===== src/rtl/gerador_quadro_rolagem.sv =====
// gerador_quadro_rolagem: frame generator for the 5x7 LED matrix scan stage.
// Renders a 4-digit BCD message with a 3x5 font into a scroll strip and shows a
// 7-column window of it as static, scrolling or blinking, selected by {ch1,ch0}.
// Ports:
//   CLK    - system clock, rising edge
//   RST_N  - asynchronous active-low reset
//   ch0    - mode select LSB
//   ch1    - mode select MSB (00 off, 01 static, 10 scroll, 11 blink)
//   digits - BCD message, [15:12] is the leftmost digit
//   load   - one-cycle strobe that captures digits
//   frame  - pixel levels, bit (c-1)*5+(l-1) = column Cc line Ll, 0 = lit
//   tick   - one-cycle animation tick pulse
//   offset - current scroll start column
module gerador_quadro_rolagem #(
    parameter int TICK_DIV    = 12_500_000,
    parameter int BLINK_TICKS = 2,
    parameter int GAP_COLS    = 3
) (
    input  logic        CLK,
    input  logic        RST_N,
    input  logic        ch0,
    input  logic        ch1,
    input  logic [15:0] digits,
    input  logic        load,
    output logic [34:0] frame,
    output logic        tick,
    output logic [4:0]  offset
);
    localparam int STRIP_LEN = 16 + GAP_COLS;
    localparam int DW = $clog2(TICK_DIV);
    localparam int BW = (BLINK_TICKS > 1) ? $clog2(BLINK_TICKS) : 1;
    localparam logic [1:0] OFF    = 2'b00;
    localparam logic [1:0] STATIC = 2'b01;
    localparam logic [1:0] SCROLL = 2'b10;
    localparam logic [1:0] BLINK  = 2'b11;

    logic [DW-1:0] div_cnt;
    logic [1:0]    mode;
    logic [1:0]    mode_next;
    logic [15:0]   dig;
    logic          hidden;
    logic [BW-1:0] blink_cnt;
    logic [34:0]   frame_next;
    logic [5:0]    idx;

    // Glyph packed as {col2, col1, col0}; bit 0 of each column is the top line.
    function automatic logic [14:0] glyph(input logic [3:0] d);
        case (d)
            4'd0:    glyph = {5'b11111, 5'b10001, 5'b11111};
            4'd1:    glyph = {5'b00000, 5'b11111, 5'b00000};
            4'd2:    glyph = {5'b10111, 5'b10101, 5'b11101};
            4'd3:    glyph = {5'b11111, 5'b10101, 5'b10101};
            4'd4:    glyph = {5'b11111, 5'b00100, 5'b00111};
            4'd5:    glyph = {5'b11101, 5'b10101, 5'b10111};
            4'd6:    glyph = {5'b11101, 5'b10101, 5'b11111};
            4'd7:    glyph = {5'b11111, 5'b00001, 5'b00001};
            4'd8:    glyph = {5'b11111, 5'b10101, 5'b11111};
            4'd9:    glyph = {5'b11111, 5'b10101, 5'b10111};
            default: glyph = 15'd0;
        endcase
    endfunction

    // Lit pattern of strip column s: digit s/4, glyph column s%4; spacer and gap are blank.
    // The nibble for digit i sits at bit 4*(3-i), which is {~i,2'b00} for a 2-bit i.
    function automatic logic [4:0] strip_col(input logic [15:0] dg, input logic [5:0] s);
        logic [3:0]  d;
        logic [14:0] g;
        d = 4'(dg >> {~s[3:2], 2'b00});
        g = glyph(d);
        strip_col = (s >= 6'd16 || s[1:0] == 2'd3) ? 5'd0 : 5'(g >> (5 * s[1:0]));
    endfunction

    assign mode_next = {ch1, ch0};
    assign tick      = (div_cnt == DW'(TICK_DIV - 1));

    always_ff @(posedge CLK or negedge RST_N) begin
        if (!RST_N) div_cnt <= '0;
        else        div_cnt <= tick ? '0 : div_cnt + 1'b1;
    end

    always_ff @(posedge CLK or negedge RST_N) begin
        if (!RST_N)    dig <= '0;
        else if (load) dig <= digits;
    end

    // A mode change restarts the animation, taking priority over a coincident tick.
    always_ff @(posedge CLK or negedge RST_N) begin
        if (!RST_N) begin
            mode      <= OFF;
            offset    <= '0;
            hidden    <= 1'b0;
            blink_cnt <= '0;
        end else begin
            mode <= mode_next;
            if (mode_next != mode) begin
                offset    <= '0;
                hidden    <= 1'b0;
                blink_cnt <= '0;
            end else if (mode == SCROLL && tick) begin
                offset <= (offset == 5'(STRIP_LEN - 1)) ? '0 : offset + 5'd1;
            end else if (mode == BLINK && tick) begin
                if (blink_cnt == BW'(BLINK_TICKS - 1)) begin
                    blink_cnt <= '0;
                    hidden    <= ~hidden;
                end else begin
                    blink_cnt <= blink_cnt + 1'b1;
                end
            end
        end
    end

    // offset < STRIP_LEN and k <= 6 < 16 <= STRIP_LEN, so one subtraction wraps.
    always_comb begin
        frame_next = '1;
        idx        = '0;
        if (mode != OFF && !(mode == BLINK && hidden)) begin
            for (int k = 0; k < 7; k++) begin
                idx = {1'b0, offset} + 6'(k);
                if (idx >= 6'(STRIP_LEN)) idx = idx - 6'(STRIP_LEN);
                frame_next[k*5 +: 5] = ~strip_col(dig, idx);
            end
        end
    end

    always_ff @(posedge CLK or negedge RST_N) begin
        if (!RST_N) frame <= '1;
        else        frame <= frame_next;
    end
endmodule


===== config.mk =====
export PLATFORM = sky130hd
export DESIGN_NAME = gerador_quadro_rolagem
export DESIGN_NICKNAME = d
export VERILOG_FILES = /design/src/rtl/gerador_quadro_rolagem.sv
export SDC_FILE = /design/constraint.sdc
export NUM_CORES = 1
export LEC_CHECK = 0
export BUFFER_PORTS_ARGS = -buffer_cell sky130_fd_sc_hd__clkbuf_2
export CORE_AREA = 4 4 148 150
export CTS_CLUSTER_DIAMETER = 50
export CTS_CLUSTER_SIZE = 14
export DETAILED_ROUTE_END_ITERATION = 7
export DIE_AREA = 0 0 152 154
export HOLD_SLACK_MARGIN = 0.08
export REMOVE_ABC_BUFFERS = 1
export SYNTH_ARGS = -nofsm -noshare
export SYNTH_HDL_FRONTEND = slang
export SYNTH_SLANG_ARGS = --single-unit
export TNS_END_PERCENT = 5

===== constraint.sdc =====
create_clock -name CLK -period 4.07 [get_ports CLK]
set_input_delay 0.407 -clock CLK [delete_from_list [all_inputs] [get_ports CLK]]
set_output_delay 0.407 -clock CLK [all_outputs]
set_load 0.05 [all_outputs]

==> impl_metrics.env, run 1 <==
export IMPL_async_flop_share_pct=100
export IMPL_hold_viol=0
export IMPL_power_density_nw_per_um2=270
export IMPL_crit_fanout=11
export IMPL_die_width_um=152
export IMPL_root_buffer="clkbuf_16"
export IMPL_htree_levels=3
export IMPL_yosys_warnings=0
export IMPL_syn_area_um2=8150
export IMPL_yosys_area_top_type="dfrtp_1"
export IMPL_drc_errors=0
export IMPL_syn_inst=947
export IMPL_yosysUniqueCellTypes=92
export IMPL_syn2layout_area_growth_pct=11.8
export IMPL_wl_per_cell_um=17.7
export IMPL_synth_edf_count=0
export IMPL_ir_drop_mv=0.191
export IMPL_clock_fmax_mhz=259
export IMPL_startpoint_type="flip-flop"
export IMPL_design_portCount=62
export IMPL_p_total_w=0.00246
export IMPL_grt_first_pass_wirelength_um=36900
export IMPL_clock_skew_ns=0.00887
export IMPL_drt_total_wl_um=22700
export IMPL_grt_overflow=0
export IMPL_drt_initial_drc_count=798
export IMPL_min_path_type="in -> reg"
export IMPL_ys_flop_type="dfrtp_1"
export IMPL_syn_area_per_cell_um2=8.61
export IMPL_grt_pass1_vias=7079
export IMPL_coreArea_um2=20700
export IMPL_fin_util_pct=44.0
export IMPL_slew_headroom_pct=35.1
export IMPL_cp_slowest_cell="dfrtp_1"
export IMPL_run_status="finished clean"
export IMPL_p_leak_nw=3.85
export IMPL_synth_top_area_share_pct=15.0
export IMPL_endpoint_kind="flip-flop"
export IMPL_drive_above_1_share_pct=21.6
export IMPL_setup_violations_final=0
export IMPL_holdCritStartpoint="ch0"
export IMPL_rows=53
export IMPL_maxCapViolCount=0
export IMPL_drtPass1Iterations=5
export IMPL_path_cells="inv_1, ha_1, nand2b_1, xor2_1, buf_4, o21ai_2, o221ai_1, a22o_1, a21oi_1, inv_1, ha_1, mux2_2, mux2i_1, o21ai_0, a21o_1"
export IMPL_cts_made_buffers=9
export IMPL_dp_hpwl_um=16000
export IMPL_yosysMostFrequentCell="nand2_1"
export IMPL_routed_via_density=5.91
export IMPL_post_cts_buffers=0
export IMPL_final_cells=1280
export IMPL_placed_cells=1264
export IMPL_dr_total_vias=7564
export IMPL_diodes=0
export IMPL_finalCritPeriodShare_pct=94.8
export IMPL_yosysSeqAreaShare_pct=26.3
export IMPL_cp_arrival_ns=4.15
export IMPL_ys_ff_latch=84
export IMPL_grt_max_degree=74
export IMPL_synthTopCellsByArea="dfrtp_1 15%, dfstp_2 11%, ha_1 9.1%"
export IMPL_clk_latency_ns=0.36
export IMPL_cts_sinks=84
export IMPL_crit_type="reg -> reg"
export IMPL_start_util_pct=39.4
export IMPL_tns_ns=0
export IMPL_worstPathRequired_ns=4.36
export IMPL_place_congestion=0.910
export IMPL_cpLargestDelayFamily="compound AO/OA/AOI/OAI gates"
export IMPL_cts_tree="built"
export IMPL_min_period_ns=3.86
export IMPL_design_area_um2=9110
export IMPL_worst_pin_slew_ns=0.967
export IMPL_dpl_cell_area_um2=8790
export IMPL_r2r_start="offset[1]$_DFFE_PN0P_"
export IMPL_die_h_um=154
export IMPL_startpoint="offset[1]$_DFFE_PN0P_"
export IMPL_cts_buffer_depth=2
export IMPL_ant_nets=0
export IMPL_grt_total_usage_pct=19.0
export IMPL_maxSlewViolCount=0
export IMPL_cpPeakStageDelay_ns=0.45
export IMPL_die_area_um2=23400
export IMPL_synth_common_cells="87 x nand2_1, 83 x nor2_1, 59 x ha_1"
export IMPL_portBuffers=61
export IMPL_final_nets=1080
export IMPL_antenna_found_initial=0
export IMPL_cts_clk_slew_worst_paths_ns=0.08
export IMPL_rsz0062_at_grt="true"
export IMPL_path_buf_inv=3
## state kept, by name, summed over array words and instances, names as in the netlist
name and count:
frame 35, dig 16, mode 2, hidden 1, blink_cnt 1, div_cnt 24, offset 5
## path summary, 6_finish.rpt
check	slack, ns	cells after the start	endpoint
hold reg to reg	0.45	1	div_cnt[0]$_DFF_PN0_
hold / removal	0.18	1	mode[0]$_DFF_PN0_
setup / recovery	0.21	15	frame[17]$_DFF_PN1_
min in group asynchronous	0.21	1	dig[2]$_DFFE_PN0P_
max in group asynchronous	3.10	2	frame[1]$_DFF_PN1_
setup reg to reg	0.21	15	frame[17]$_DFF_PN1_
## worst reg2reg max path, delay by kind of cell, from the launching register on
family,cells,cell delay (ns)
AOI/OAI and AO/OA,6,1.29
xor gates and xnor gates,1,0.08
adders and majority gates,2,0.68
buffers and inverters,3,0.69
DFF,1,0.45
muxes,2,0.39
and+or+nand+nor,1,0.21
## through the flow
stage          hold slack [ns]  worst slack, ns
2_1_floorplan            0.111           -0.601
3_3_place_gp             0.442            0.309
3_5_place_dp             0.443            0.222
4_1_cts                  0.169            0.191
5_1_grt                  0.171          -0.0197
6_report                 0.176            0.212
## where the power goes
part	internal (W)	switching (W)
combinational	0.000203	0.000412
clock	0.000437	0.000428
sequential	0.000918	0.0000665
## metal layers
layer / vias up / share of wire (%) / track usage, %
met2: 289 / 45 / 29.7
met4: 0 / 2.4 / 6.93
met1: 3643 / 46 / 26.1
met3: 39 / 6.8 / 3.63
li1: 3593 / - / -
met5: - / 0 / 0
## repair_timing
action / CTS / global route
gates resized for setup: 0 / 6
setup endpoints to repair: 0 / 7
hold buffers: 0 / 0
## layout make-up
cell class,count,area (um^2)
clock buffer,9,225
clock inverter,7,76.3
fill,2085,11600
inverter,42,158
multi-input combinational,770,5620
sequential,84,2150
tap,275,344
timing repair buffer,93,548
## kinds of logic (layout without fill, tap and decap cells)
family / count (synthesis) / count (layout) / synth area share (%)
AO/OA/AOI/OAI: 268 / 268 / 23.0
AND/OR/NAND/NOR: 308 / 308 / 18.2
XOR/XNOR: 57 / 57 / 6.40
multiplexers: 78 / 78 / 11.9
buffers and inverters: 93 / 151 / 5.20
flip-flops: 84 / 84 / 26.3
adder cells (fa/ha/maj): 59 / 59 / 9.05
## layout by cell type (no fill, tap or decap), drive strengths merged, types with 6 or more instances in the layout
cell type,count
dfstp,35
mux2i,48
a31oi,9
inv,45
dfrtp,49
xor2,23
ha,59
mux4,13
xnor2,34
nor2b,8
a31o,9
and2,8
nand4,14
o211ai,12
nor2,85
nor3b,6
buf,33
mux2,17
a21o,7
clkbuf,69
nand2b,11
nor4,10
a21oi,53
o221ai,13
nand3,36
o22ai,10
nor3,14
o31ai,13
nand2,87
a211oi,15
o21ai,65
and3,11
No activity file was read; power rests on OpenSTA's default activity.
==> run 2: changes to the inputs <==
--- a/config.mk
+++ b/config.mk
@@ -12,6 +12,7 @@
 export DETAILED_ROUTE_END_ITERATION = 7
 export DIE_AREA = 0 0 152 154
 export HOLD_SLACK_MARGIN = 0.08
+export PLACE_DENSITY_LB_ADDON = 0.2
 export REMOVE_ABC_BUFFERS = 1
 export SYNTH_ARGS = -nofsm -noshare
 export SYNTH_HDL_FRONTEND = slang
==> run 2 against run 1 <==
Compared with the run above:
- core utilization grew 0.48 points
- register-to-register slack hardly changed
- first-iteration DRC count down 21%
- sequential share of layout area fell by 0.27 points
- global-route usage grew 0.095 points
- clock power decreased by 2%
- count of clock-buffer cells in the layout stayed put
- sequential power is 0.8% lower
- final area increased by 1.1%
- fmax decreased by 0.12%
- critical path type unchanged
- largest power group unchanged
- highest routed layer unchanged
==> impl_metrics.env, run 2 (synthesis results as in run 1) <==
export IMPL_ant_nets=0
export IMPL_drive_above_1_share_pct=22.4
export IMPL_min_path_type="in -> async"
export IMPL_cpLargestDelayFamily="compound AO/OA/AOI/OAI gates"
export IMPL_path_buf_inv=2
export IMPL_cp_arrival_ns=4.14
export IMPL_cts_resized=0
export IMPL_drt_initial_drc_count=627
export IMPL_die_width_um=152
export IMPL_min_period_ns=3.86
export IMPL_grt_pass1_vias=7090
export IMPL_endpoint_kind="flip-flop"
export IMPL_cts_made_buffers=9
export IMPL_top_register="frame"
export IMPL_placed_cells=1275
export IMPL_grt_overflow=0
export IMPL_syn2layout_area_growth_pct=13.0
export IMPL_fillers=2068
export IMPL_die_area_um2=23400
export IMPL_crit_fanout=10
export IMPL_setup_violations_final=0
export IMPL_worstPathRequired_ns=4.35
export IMPL_routed_via_density=5.71
export IMPL_postCtsHoldBufs=0
export IMPL_design_portCount=62
export IMPL_finalCritPeriodShare_pct=94.9
export IMPL_setup_ws_ns=0.207
export IMPL_hold_viol=0
export IMPL_rsz0062_at_grt="true"
export IMPL_startpoint_type="flip-flop"
export IMPL_cpPeakStageDelay_ns=0.49
export IMPL_dp_hpwl_um=16700
export IMPL_largest_register_ffs=35
export IMPL_place_congestion=0.901
export IMPL_clock_fmax_mhz=259
export IMPL_antenna_found_initial=0
export IMPL_die_h_um=154
export IMPL_worst_pin_slew_ns=1.03
export IMPL_cp_slowest_cell="dfrtp_1"
export IMPL_cts_clk_slew_worst_paths_ns=0.08
export IMPL_slew_headroom_pct=30.8
export IMPL_fin_util_pct=44.5
export IMPL_drt_total_wl_um=22300
export IMPL_top_regs="frame (35), div_cnt (24), dig (16)"
export IMPL_power_internal_w=0.00156
export IMPL_drc_errors=0
export IMPL_post_cts_buffers=0
export IMPL_ir_drop_mv=0.207
export IMPL_rows=53
export IMPL_crit_type="reg -> reg"
export IMPL_diodes=0
export IMPL_clock_skew_ns=0.0102
export IMPL_htree_levels=3
export IMPL_dr_total_vias=7367
export IMPL_power_frac_comb_pct=25.4
export IMPL_power_density_nw_per_um2=266
export IMPL_cts_buffer_depth=2
export IMPL_portBuffers=61
export IMPL_p_seq_share_pct=39.9
export IMPL_switching_share_pct=36.4
export IMPL_root_buffer="clkbuf_16"
export IMPL_run_status="finished clean"
export IMPL_p_leak_nw=3.90
export IMPL_cpMostUsedCell="ha_1"
export IMPL_drtPass1Iterations=8
export IMPL_grt_first_pass_wirelength_um=37000
export IMPL_cts_sinks=84
export IMPL_path_cells="buf_4, ha_1, and3_1, and2_1, a21oi_2, o21ai_2, mux2i_1, mux2_2, inv_1, ha_1, o211ai_2, o211ai_1, a311o_1"
export IMPL_start_util_pct=39.4
export IMPL_maxSlewViolCount=0
export IMPL_cts_tree="built"
export IMPL_wl_per_cell_um=17.3
export IMPL_grt_total_usage_pct=19.1
export IMPL_grt_max_degree=54
export IMPL_final_cell_mix="87 x nand2_1, 83 x nor2_1, 60 x clkbuf_2"
export IMPL_p_clk_share_pct=34.8
export IMPL_maxCapViolCount=0
export IMPL_coreArea_um2=20700
export IMPL_place_ws_ns=0.199
export IMPL_power_switching_w=0.000890
export IMPL_final_common_cell="nand2_1"
export IMPL_final_nets=1091
export IMPL_tns_ns=0
export IMPL_clk_latency_ns=0.36
export IMPL_p_total_w=0.00245
export IMPL_final_cells=1291
## run 2: worst paths after layout
path / to / startpoint / slack [ns] / depth (start not counted)
min reg2reg: div_cnt[0]$_DFF_PN0_ / div_cnt[0]$_DFF_PN0_ / 0.46 / 1
max: frame[6]$_DFF_PN1_ / offset[1]$_DFFE_PN0P_ / 0.21 / 13
max in group asynchronous: frame[17]$_DFF_PN1_ / RST_N / 3.04 / 2
min in group CLK: mode[1]$_DFF_PN0_ / ch1 / 0.19 / 1
min: div_cnt[13]$_DFF_PN0_ / RST_N / 0.10 / 1
max reg2reg: frame[6]$_DFF_PN1_ / offset[1]$_DFFE_PN0P_ / 0.21 / 13
## run 2: area by class of cell
type | instances | area (um^2) | area share [%]
Multi-Input combinational cell | 770 | 5620 | 61.0
Sequential cell | 84 | 2150 | 23.3
Timing Repair Buffer | 104 | 643 | 6.98
Tap cell | 275 | 344 | 3.73
Clock buffer | 9 | 225 | 2.44
Inverter | 42 | 158 | 1.71
Clock inverter | 7 | 81.3 | 0.883
## run 2: routing by layer
layer | routed length (um) | GRT usage, % | vias to the layer above
met2 | 10100 | 30.7 | 245
li1 | - | - | 3611
met1 | 10500 | 26.0 | 3468
met5 | 0 | 0 | -
met3 | 1170 | 3.35 | 43
met4 | 582 | 6.25 | 0
## run 2: power groups by stage
stage | Sequential [W] | Clock (W) | Combinational [W]
floorplan | 0.00112 | 0 | 0.000308
CTS | 0.000976 | 0.000881 | 0.000621
global placement | 0.000990 | 0 | 0.000618
finish | 0.000976 | 0.000851 | 0.000621
detailed placement | 0.000991 | 0 | 0.000618
global route | 0.000983 | 0.000921 | 0.000683
## run 2: metrics by stage
stage | hold WS, ns | area [um^2]
global route | 0.175 | 9210
global placement | 0.447 | 8880
finish | 0.101 | 9210
detailed placement | 0.447 | 8880
floorplan | 0.111 | 7890
CTS | 0.130 | 9190
==> run 3: changes to the inputs <==
--- a/config.mk
+++ b/config.mk
@@ -14,6 +14,7 @@
 export HOLD_SLACK_MARGIN = 0.08
 export PLACE_DENSITY_LB_ADDON = 0.2
 export REMOVE_ABC_BUFFERS = 1
+export SKIP_LAST_GASP = 1
 export SYNTH_ARGS = -nofsm -noshare
 export SYNTH_HDL_FRONTEND = slang
 export SYNTH_SLANG_ARGS = --single-unit
==> constraint.sdc (replaced) <==
create_clock -name CLK -period 4.07 [get_ports CLK]
set_input_delay 0.407 -clock CLK [delete_from_list [all_inputs] [get_ports CLK]]
set_output_delay 0.407 -clock CLK [all_outputs]
set_load 0.01 [all_outputs]
==> run 3 against run 2 <==
Compared with the run above:
- die area stayed put
- fmax decreased by 1.4%
- core utilization fell by 0.066 points
- sequential share of layout area is essentially flat
- final area decreased by 0.15%
- first-iteration DRC count up 16%
- largest cell class unchanged
- highest routed layer unchanged
==> impl_metrics.env, run 3 (synthesis results as in run 1) <==
export IMPL_startpoint_type="flip-flop"
export IMPL_slew_headroom_pct=32.1
export IMPL_final_nets=1091
export IMPL_syn2layout_area_growth_pct=12.8
export IMPL_path_cells="ha_1, buf_4, and3b_1, o21ai_0, a2111oi_1, o22ai_1, buf_4, mux4_2, inv_1, ha_1, inv_1, mux2i_1, mux2_1, o211ai_1, o21a_1"
export IMPL_power_density_nw_per_um2=252
export IMPL_die_h_um=154
export IMPL_ir_drop_mv=0.206
export IMPL_clk_latency_ns=0.36
export IMPL_final_cell_mix="87 x nand2_1, 83 x nor2_1, 60 x clkbuf_2"
export IMPL_cpPeakStageDelay_ns=0.53
export IMPL_maxSlewViolCount=0
export IMPL_antenna_found_initial=0
export IMPL_start_util_pct=39.4
export IMPL_top_register="frame"
export IMPL_rows=53
export IMPL_worstPathRequired_ns=4.36
export IMPL_cts_tree="built"
export IMPL_root_buffer="clkbuf_16"
export IMPL_cts_sinks=84
export IMPL_cts_made_buffers=9
export IMPL_dr_total_vias=7351
export IMPL_grt_max_degree=54
export IMPL_drive_above_1_share_pct=22.1
export IMPL_coreArea_um2=20700
export IMPL_clock_fmax_mhz=255
export IMPL_cts_clk_slew_worst_paths_ns=0.08
export IMPL_min_period_ns=3.92
export IMPL_endpoint_kind="flip-flop"
export IMPL_die_area_um2=23400
export IMPL_place_congestion=0.901
export IMPL_maxCapViolCount=0
export IMPL_hold_viol=0
export IMPL_design_portCount=62
export IMPL_grt_total_usage_pct=19.1
export IMPL_portBuffers=61
export IMPL_crit_fanout=8
export IMPL_rsz0062_at_grt="true"
export IMPL_regArea_um2=2150
export IMPL_dpl_cell_area_um2=8880
export IMPL_finalCritPeriodShare_pct=96.2
export IMPL_cp_slowest_cell="dfrtp_1"
export IMPL_fillers=2068
export IMPL_drt_total_wl_um=22300
export IMPL_htree_levels=3
export IMPL_cts_buffer_depth=2
export IMPL_multi_input_area_um2=5600
export IMPL_routed_via_density=5.69
export IMPL_dp_hpwl_um=16700
export IMPL_design_area_um2=9200
export IMPL_largest_register_ffs=35
export IMPL_drt_initial_drc_count=727
export IMPL_worst_pin_slew_ns=1.01
export IMPL_min_path_type="in -> async"
export IMPL_p_leak_nw=3.90
export IMPL_drtPass1Iterations=8
export IMPL_cp_arrival_ns=4.21
export IMPL_ant_nets=0
export IMPL_fin_util_pct=44.5
export IMPL_crit_type="reg -> reg"
export IMPL_setup_violations_final=0
export IMPL_top_regs="frame (35), div_cnt (24), dig (16)"
export IMPL_final_common_cell="nand2_1"
export IMPL_diodes=0
export IMPL_run_status="finished clean"
export IMPL_grt_first_pass_wirelength_um=37000
export IMPL_grt_pass1_vias=7090
export IMPL_wl_per_cell_um=17.3
export IMPL_drc_errors=0
export IMPL_clock_skew_ns=0.00943
export IMPL_postCtsHoldBufs=0
export IMPL_grt_overflow=0
export IMPL_die_width_um=152
run 3: layout make-up:
type / instances / share of cell area [%]
clock inverters: 7 / 0.884
well taps: 275 / 3.74
multi-input cells: 770 / 60.9
inverters: 42 / 1.71
repair buffers: 104 / 6.99
flip-flops and latches: 84 / 23.3
clock buffers: 9 / 2.45
run 3: layer usage:
layer | routed length [um] | GRT usage, % | share of wire, %
met1 | 10400 | 26.0 | 47
met2 | 10100 | 30.7 | 45
met3 | 1170 | 3.35 | 5.2
met4 | 569 | 6.25 | 2.6
met5 | 0 | 0 | 0
run 3: worst max-delay path: cells and delay by family (launching register included):
family          cells  cell delay, ns
compound gates      5            0.99
fa+ha+maj           2            0.64
buf+inv             4            0.62
flops               1            0.53
mux                 3            0.88
simple gates        1            0.19
run 3: path summary, 6_finish.rpt:
kind,start,to,slack [ns],cells past startpoint
setup reg to reg,offset[3]$_DFFE_PN0P_,frame[11]$_DFF_PN1_,0.15,15
hold reg to reg,div_cnt[0]$_DFF_PN0_,div_cnt[0]$_DFF_PN0_,0.45,1
max in group asynchronous,RST_N,frame[17]$_DFF_PN1_,3.04,2
setup / recovery,offset[3]$_DFFE_PN0P_,frame[11]$_DFF_PN1_,0.15,15
hold / removal,RST_N,div_cnt[13]$_DFF_PN0_,0.10,1
min in group CLK,ch1,mode[1]$_DFF_PN0_,0.19,1
run 3: what timing repair did:
action,in CTS,in global routing
gates resized for setup,0,3
endpoints found under the setup margin,0,10
setup buffers,0,0
run 3: power by group:
part / leakage, nW / internal, W / switching (W)
clock network: 0.149 / 0.000437 / 0.000414
logic: 2.75 / 0.000203 / 0.000292
registers: 1.00 / 0.000918 / 0.0000575
run 3: stage by stage:
stage / hold WS, ns / TNS, ns / instances / power [W] / setup WS, ns
6_report: 0.100 / 0 / 1291 / 0.00232 / 0.153
2_1_floorplan: 0.111 / -1.70 / 896 / 0.00130 / -0.289
4_1_cts: 0.130 / 0 / 1291 / 0.00235 / 0.155
5_1_grt: 0.175 / -0.116 / 1291 / 0.00246 / -0.0618
3_3_place_gp: 0.447 / 0 / 1275 / 0.00148 / 0.158
3_5_place_dp: 0.447 / 0 / 1275 / 0.00148 / 0.199
